[config.mk]
export PLATFORM = sky130hd
export DESIGN_NAME = alu_mc
export DESIGN_NICKNAME = d
export VERILOG_FILES = /design/src/rtl/alu_mc_pkg.sv /design/src/rtl/alu_mc_mul.sv /design/src/rtl/alu_mc.sv
export SDC_FILE = /design/constraint.sdc
export NUM_CORES = 1
export LEC_CHECK = 0
export CAP_MARGIN = 5
export CORE_ASPECT_RATIO = 0.8
export CORE_MARGIN = 2
export CORE_UTILIZATION = 56
export DETAILED_ROUTE_END_ITERATION = 8
export PLACE_DENSITY = 0.89
export SKIP_CTS_REPAIR_TIMING = 1
export SLEW_MARGIN = 40
export SYNTH_ARGS = -nofsm -noshare
export SYNTH_HDL_FRONTEND = slang
export SYNTH_SLANG_ARGS = --single-unit
[constraint.sdc]
create_clock -name clk -period 3.8 [get_ports clk]
set_input_delay 0.76 -clock clk [delete_from_list [all_inputs] [get_ports clk]]
set_output_delay 0.76 -clock clk [all_outputs]
set_load 0.01 [all_outputs]
[src/rtl/alu_mc_pkg.sv]
// Shared types for the multi-cycle ALU: operation codes and FSM states.
// Op codes 0-3 line up with the datapath's original 2-bit ALU.
package alu_mc_pkg;

    typedef enum logic [2:0] {
        OpAdd  = 3'd0,
        OpSub  = 3'd1,
        OpAnd  = 3'd2,
        OpNotb = 3'd3,
        OpOr   = 3'd4,
        OpXor  = 3'd5,
        OpShl  = 3'd6,
        OpMul  = 3'd7
    } op_e;

    typedef enum logic [1:0] {
        StIdle,
        StBusy,
        StDone
    } state_e;

endpackage

[src/rtl/alu_mc_mul.sv]
// Iterative unsigned shift-add multiplier: one partial product per cycle over W cycles.
// done_o flags the edge that completes the last step; product_o then carries the final value.
module alu_mc_mul #(
    parameter int unsigned W = 16
) (
    input  logic           clk,
    input  logic           rst_n,
    input  logic           start_i,
    input  logic [W-1:0]   a_i,
    input  logic [W-1:0]   b_i,
    output logic           busy_o,
    output logic           done_o,
    output logic [2*W-1:0] product_o
);

    localparam int unsigned CntW = $clog2(W);
    localparam logic [CntW-1:0] CntLast = CntW'(W - 1);

    logic [2*W-1:0] a_q, a_d;
    logic [W-1:0]   b_q, b_d;
    logic [2*W-1:0] prod_q, prod_d;
    logic [CntW-1:0] cnt_q, cnt_d;
    logic           busy_q, busy_d;

    always_comb begin
        a_d    = a_q;
        b_d    = b_q;
        prod_d = prod_q;
        cnt_d  = cnt_q;
        busy_d = busy_q;
        if (start_i) begin
            a_d    = {{W{1'b0}}, a_i};
            b_d    = b_i;
            prod_d = '0;
            cnt_d  = '0;
            busy_d = 1'b1;
        end else if (busy_q) begin
            prod_d = prod_q + (b_q[0] ? a_q : '0);
            a_d    = a_q << 1;
            b_d    = b_q >> 1;
            if (cnt_q == CntLast) begin
                cnt_d  = '0;
                busy_d = 1'b0;
            end else begin
                cnt_d = cnt_q + 1'b1;
            end
        end
    end

    always_ff @(posedge clk or negedge rst_n) begin
        if (!rst_n) begin
            a_q    <= '0;
            b_q    <= '0;
            prod_q <= '0;
            cnt_q  <= '0;
            busy_q <= 1'b0;
        end else begin
            a_q    <= a_d;
            b_q    <= b_d;
            prod_q <= prod_d;
            cnt_q  <= cnt_d;
            busy_q <= busy_d;
        end
    end

    assign busy_o    = busy_q;
    assign done_o    = busy_q && (cnt_q == CntLast);
    // Next-state product so the consumer can register it on the completing edge.
    assign product_o = prod_d;

endmodule

[src/rtl/alu_mc.sv]
// Parametrised multi-cycle ALU with registered result/flags and valid/ready on both sides.
// Single-cycle ops register on the accepting edge; MUL runs through the iterative multiplier.
module alu_mc
    import alu_mc_pkg::*;
#(
    parameter int unsigned W      = 16,
    parameter bit          MUL_EN = 1'b1
) (
    input  logic         clk,
    input  logic         rst_n,
    input  logic         in_valid,
    output logic         in_ready,
    input  logic [2:0]   op,
    input  logic [W-1:0] val_A,
    input  logic [W-1:0] val_B,
    output logic         out_valid,
    input  logic         out_ready,
    output logic [W-1:0] ALU_out,
    output logic         Z,
    output logic         N,
    output logic         V,
    output logic         C
);

    localparam int unsigned ShW = $clog2(W);
    localparam logic [W:0]  One = (W + 1)'(1);

    state_e       state_q, state_d;
    logic [W-1:0] res_q, res_d;
    logic         z_q, z_d, n_q, n_d, v_q, v_d, c_q, c_d;

    op_e          op_sel;
    logic         accept;
    logic         is_mul;
    logic [W-1:0] alu_res;
    logic         alu_v, alu_c;
    logic [W:0]   wide;

    logic           mul_start, mul_busy, mul_done;
    logic [2*W-1:0] mul_prod;

    assign op_sel    = op_e'(op);
    assign out_valid = (state_q == StDone);
    // Gated with rst_n so in_ready reads 0 for the whole reset, not just after it.
    assign in_ready  = rst_n && ((state_q == StIdle) || ((state_q == StDone) && out_ready));
    assign accept    = in_valid && in_ready;
    assign is_mul    = MUL_EN && (op_sel == OpMul);

    // Single-cycle datapath; MUL and illegal codes fall to the all-zero default.
    always_comb begin
        alu_res = '0;
        alu_v   = 1'b0;
        alu_c   = 1'b0;
        wide    = '0;
        case (op_sel)
            OpAdd: begin
                wide    = {1'b0, val_A} + {1'b0, val_B};
                alu_res = wide[W-1:0];
                alu_c   = wide[W];
                alu_v   = (val_A[W-1] == val_B[W-1]) && (alu_res[W-1] != val_A[W-1]);
            end
            OpSub: begin
                wide    = {1'b0, val_A} + {1'b0, ~val_B} + One;
                alu_res = wide[W-1:0];
                alu_c   = wide[W];
                alu_v   = (val_A[W-1] != val_B[W-1]) && (alu_res[W-1] != val_A[W-1]);
            end
            OpAnd:  alu_res = val_A & val_B;
            OpOr:   alu_res = val_A | val_B;
            OpXor:  alu_res = val_A ^ val_B;
            OpNotb: alu_res = ~val_B;
            OpShl: begin
                wide    = {1'b0, val_A} << val_B[ShW-1:0];
                alu_res = wide[W-1:0];
                alu_c   = wide[W];
            end
            default: ;
        endcase
    end

    always_comb begin
        state_d   = state_q;
        res_d     = res_q;
        z_d       = z_q;
        n_d       = n_q;
        v_d       = v_q;
        c_d       = c_q;
        mul_start = 1'b0;
        unique case (state_q)
            StIdle, StDone: begin
                if (accept) begin
                    if (is_mul) begin
                        state_d   = StBusy;
                        mul_start = 1'b1;
                    end else begin
                        state_d = StDone;
                        res_d   = alu_res;
                        z_d     = (alu_res == '0);
                        n_d     = alu_res[W-1];
                        v_d     = alu_v;
                        c_d     = alu_c;
                    end
                end else if ((state_q == StDone) && out_ready) begin
                    state_d = StIdle;
                end
            end
            StBusy: begin
                if (mul_busy && mul_done) begin
                    state_d = StDone;
                    res_d   = mul_prod[W-1:0];
                    z_d     = (mul_prod[W-1:0] == '0);
                    n_d     = mul_prod[W-1];
                    v_d     = (mul_prod[2*W-1:W] != '0);
                    c_d     = 1'b0;
                end
            end
            default: state_d = StIdle;
        endcase
    end

    always_ff @(posedge clk or negedge rst_n) begin
        if (!rst_n) begin
            state_q <= StIdle;
            res_q   <= '0;
            z_q     <= 1'b0;
            n_q     <= 1'b0;
            v_q     <= 1'b0;
            c_q     <= 1'b0;
        end else begin
            state_q <= state_d;
            res_q   <= res_d;
            z_q     <= z_d;
            n_q     <= n_d;
            v_q     <= v_d;
            c_q     <= c_d;
        end
    end

    if (MUL_EN) begin : g_mul
        alu_mc_mul #(
            .W (W)
        ) u_mul (
            .clk       (clk),
            .rst_n     (rst_n),
            .start_i   (mul_start),
            .a_i       (val_A),
            .b_i       (val_B),
            .busy_o    (mul_busy),
            .done_o    (mul_done),
            .product_o (mul_prod)
        );
    end else begin : g_no_mul
        assign mul_busy = 1'b0;
        assign mul_done = 1'b0;
        assign mul_prod = '0;
    end

    assign ALU_out = res_q;
    assign Z       = z_q;
    assign N       = n_q;
    assign V       = v_q;
    assign C       = c_q;

endmodule

==> results.toml <==
[floorplan]
chipHeight_um = 124
die_width_um = 155
row_count = 44
die_area_um2 = 19200
design.core.area_um2 = 17900
design.portCount = 61
initial_core_utilization_pct = 56.5

[finish]
flow.area_growth_from_synthesis_pct = 25.2
finalCoreUtilization_pct = 70.8
stdcell_area_um2 = 12700
drive_gt1_share_pct = 19.8
num_antenna_cells = 0
commonest_non_fill_non_tap_cell_in_the_layout = "buf_4"
nets = 1573
most-common-layout-cells = "buf_4 (184), nand2_1 (130), nor2_1 (114)"

[global_route]
grt.total_usage_pct = 36.0
grt_remaining_overflow = 0
grt_start_max_net_pins = 55
grt_pass1_wl_um = 55000
antenna_found_initial = 2
first_global_vias = 10300

[sta]
final-setup-viol-count = 1
final-hold-violation-count = 0
finalClockSkew_ns = 0.0167
setup_total_negative_slack_ns = -0.00231
post-route-worst-setup-slack_ns = -0.00231
whs_ns = 0.514
part_of_the_cycle_the_worst_path_needs_pct = 100
timing.fmax_ghz = 0.263
timing_worst_slew_pin_value_ns = 0.920
timing_max_transition_violations_final = 0
worst_case_headroom_to_the_max_slew_limit_pct = 38.5
layout_min_cycle_time_ns = 3.80
grt_setup_unrepaired = "yes"

[flow_run]
cap_violations = 0

[critical_path]
cells_along_the_critical_path = "buf_12 > and2_1 > ha_1 > a21oi_1 > o21ai_1 > and2_1 > a211oi_4 > o31a_1 > mux2_2 > a32oi_1 > nand4b_1 > nor4b_4 > buf_4 > a21oi_1"
critical-path-top-delay-family = "compound AO/OA/AOI/OAI gates"
critical_path_peak_fanout = 19
end_kind = "register"
timing.critical_path.slowest_cell_delay_ns = 0.47
crit-reg2reg-launch = "g_mul.u_mul.b_q[0]"
worst-endpoint-required_ns = 4.06
slowest_stage_cell_crit_path = "dfrtp_2"
cp.arrival_ns = 4.06
ff2ff_setup_slack_ns = -0.002
r2r-end = "V"
critical_path_class = "reg -> reg"
worstSetupStartpointType = "register"
ff2ff_path_depth = 14
critPathBufInv = 2

[yosys]
ys.warnings.count = 0
synth.avg_cell_area_um2 = 8.04
synth_cells = 1262
ys_seq_area_share_pct = 26.1
leading_register_cell_type_out_of_synthesis = "dfrtp_1"
synthesis.area_um2 = 10100
synth_edf_count = 0
synthArstFlopShare_pct = 100
synth_nets = 1388
number_of_distinct_library_cells_after_synthesis = 83
ys_seq_elements = 106

[power_and_ir_drop]
combinationalPowerShare_pct = 60.3
powerDensity_nw_per_um2 = 596
switching_share_pct = 44.8
clock_power_share_pct = 13.5
switching_power_w = 0.00339
power_report.internal_total_w = 0.00418
power.share.sequential_pct = 26.2
peakVddDrop_mv = 0.322
p_leak_nw = 5.89

[place]
detailed_place_hpwl_um = 26800
globalplace.congestion = 1.08
placed_area_um2 = 12200
place.port_buffers = 60

[detailed_routing]
postRouteWirelength_um = 35200
drt_iter0_markers = 1482
via_count = 11100
detail-route-antenna-nets = 0
wire_per_inst_um = 20.9
first_pass_iters = 6
remaining_drc_errors = 0
post_drt_via_cell_ratio = 6.58

[run_status]
run_status = "finished, violations left"
violations_in_the_final_reports = "setup timing"

[clock_network]
cts.clk_slew.worst_paths_ns = 0.08
clock_sink_count = 106
htree_num_levels = 3
clock_tree.root_cell = "clkbuf_16"
cts_max_path_buffers = 2
skew_pair_late_insertion_delay_ns = 0.38
cts_made_buffers = 9
tritoncts = "built"

[worst_hold_path]
hold_end = "ALU_out[0]"
worstHoldPathType = "reg -> reg"
timing.hold.worst_path_depth = 1
worst_hold_startpoint = "ALU_out[0]"
## worst max-delay path by stage
stage | start | end | slack [ns] | depth (start not counted)
floorplan | val_B[2] | Z | 0.03 | 13
global placement | val_A[1] | Z | -0.32 | 14
detailed placement | val_B[0] | ALU_out[14] | -0.33 | 14
CTS | g_mul.u_mul.b_q[0] | V | -0.30 | 14
global route | g_mul.u_mul.b_q[0] | V | -0.10 | 15
finish | g_mul.u_mul.b_q[0] | V | -0.002 | 14
## cells in the mapped netlist, types with 4 or more instances
cell	instances	area, um2
o2111ai_1	4	35.0
o31ai_1	7	52.6
o221ai_1	7	61.3
a211oi_1	15	113
a21oi_1	100	500
a211o_1	5	43.8
buf_1	11	41.3
clkbuf_1	51	191
and2_1	39	244
mux2_2	13	146
inv_1	67	251
xnor2_1	16	140
and3_1	8	50.1
nor4_1	7	43.8
dfrtp_1	106	2650
o2111a_1	4	45.0
mux4_2	9	203
or3_1	8	50.1
nand3_1	23	115
nand2b_1	15	93.8
a2111oi_0	5	43.8
xor2_1	6	52.6
mux2i_1	82	821
o22ai_1	8	50.1
ha_1	84	1050
o211ai_1	13	97.6
o21bai_1	10	75.1
nor2_1	114	428
or2_2	6	37.5
nand4_1	8	50.1
a221oi_1	9	78.8
or4_1	7	52.6
a31oi_1	8	50.1
o21a_1	15	113
o21ai_0	112	561
a21boi_0	4	30.0
nor3_1	24	120
nor2b_1	12	75.1
buf_2	9	45.0
nand2_1	130	488
a21o_1	18	135
## cells by family after synthesis
group | share of synthesized area [%]
buf+inv | 5.36
compound gates | 24.2
mux | 11.5
xor+xnor | 1.90
fa+ha+maj | 10.9
simple gates | 19.9
flops | 26.1
## metrics by stage
step,cells,total power [W],setup WS (ns)
floorplan,1262,0.00455,0.0292
global placement,1665,0.00605,-0.320
detailed placement,1665,0.00622,-0.328
CTS,1681,0.00728,-0.302
global route,1682,0.00800,-0.104
finish,1682,0.00757,-0.00231
## power groups by stage
stage	Sequential, W	Clock (W)	Combinational, W
detailed placement	0.00199	0	0.00423
global placement	0.00196	0	0.00409
finish	0.00198	0.00102	0.00456
global route	0.00204	0.00107	0.00490
floorplan	0.00186	0	0.00269
CTS	0.00197	0.00103	0.00428
## worst reg2reg max path: cells and delay by family (launching register included)
family / cells / cell delay, ns
compound gates: 6 / 1.33
fa+ha+maj: 1 / 0.36
buf+inv: 2 / 0.34
flops: 1 / 0.47
mux: 1 / 0.35
simple gates: 4 / 0.84
## state kept, by name, summed over array words and instances (netlist names)
register            count
ALU_out                16
C                       1
V                       1
Z                       1
g_mul.u_mul.a_q        32
g_mul.u_mul.b_q        16
g_mul.u_mul.busy_o      1
g_mul.u_mul.cnt_q       4
g_mul.u_mul.prod_q     32
state_q                 2
## layer usage
metal  routed length (um)  global-route usage (%)  up-vias
li1                     -                       -     4942
met1                14500                    51.8     5228
met2                14700                    52.5      784
met3                 4900                    11.4      112
met4                 1040                    9.10        2
met5                   26                       0        -
## layout make-up
class	instances	area (um2)
Multi-Input combinational cell	1015	7160
Timing Repair Buffer	246	2030
Inverter	69	259
Clock buffer	9	225
Fill cell	1362	5250
Tap cell	230	288
Clock inverter	7	88.8
Sequential cell	106	2660
Note: power is estimated with default switching activity, not from simulation.
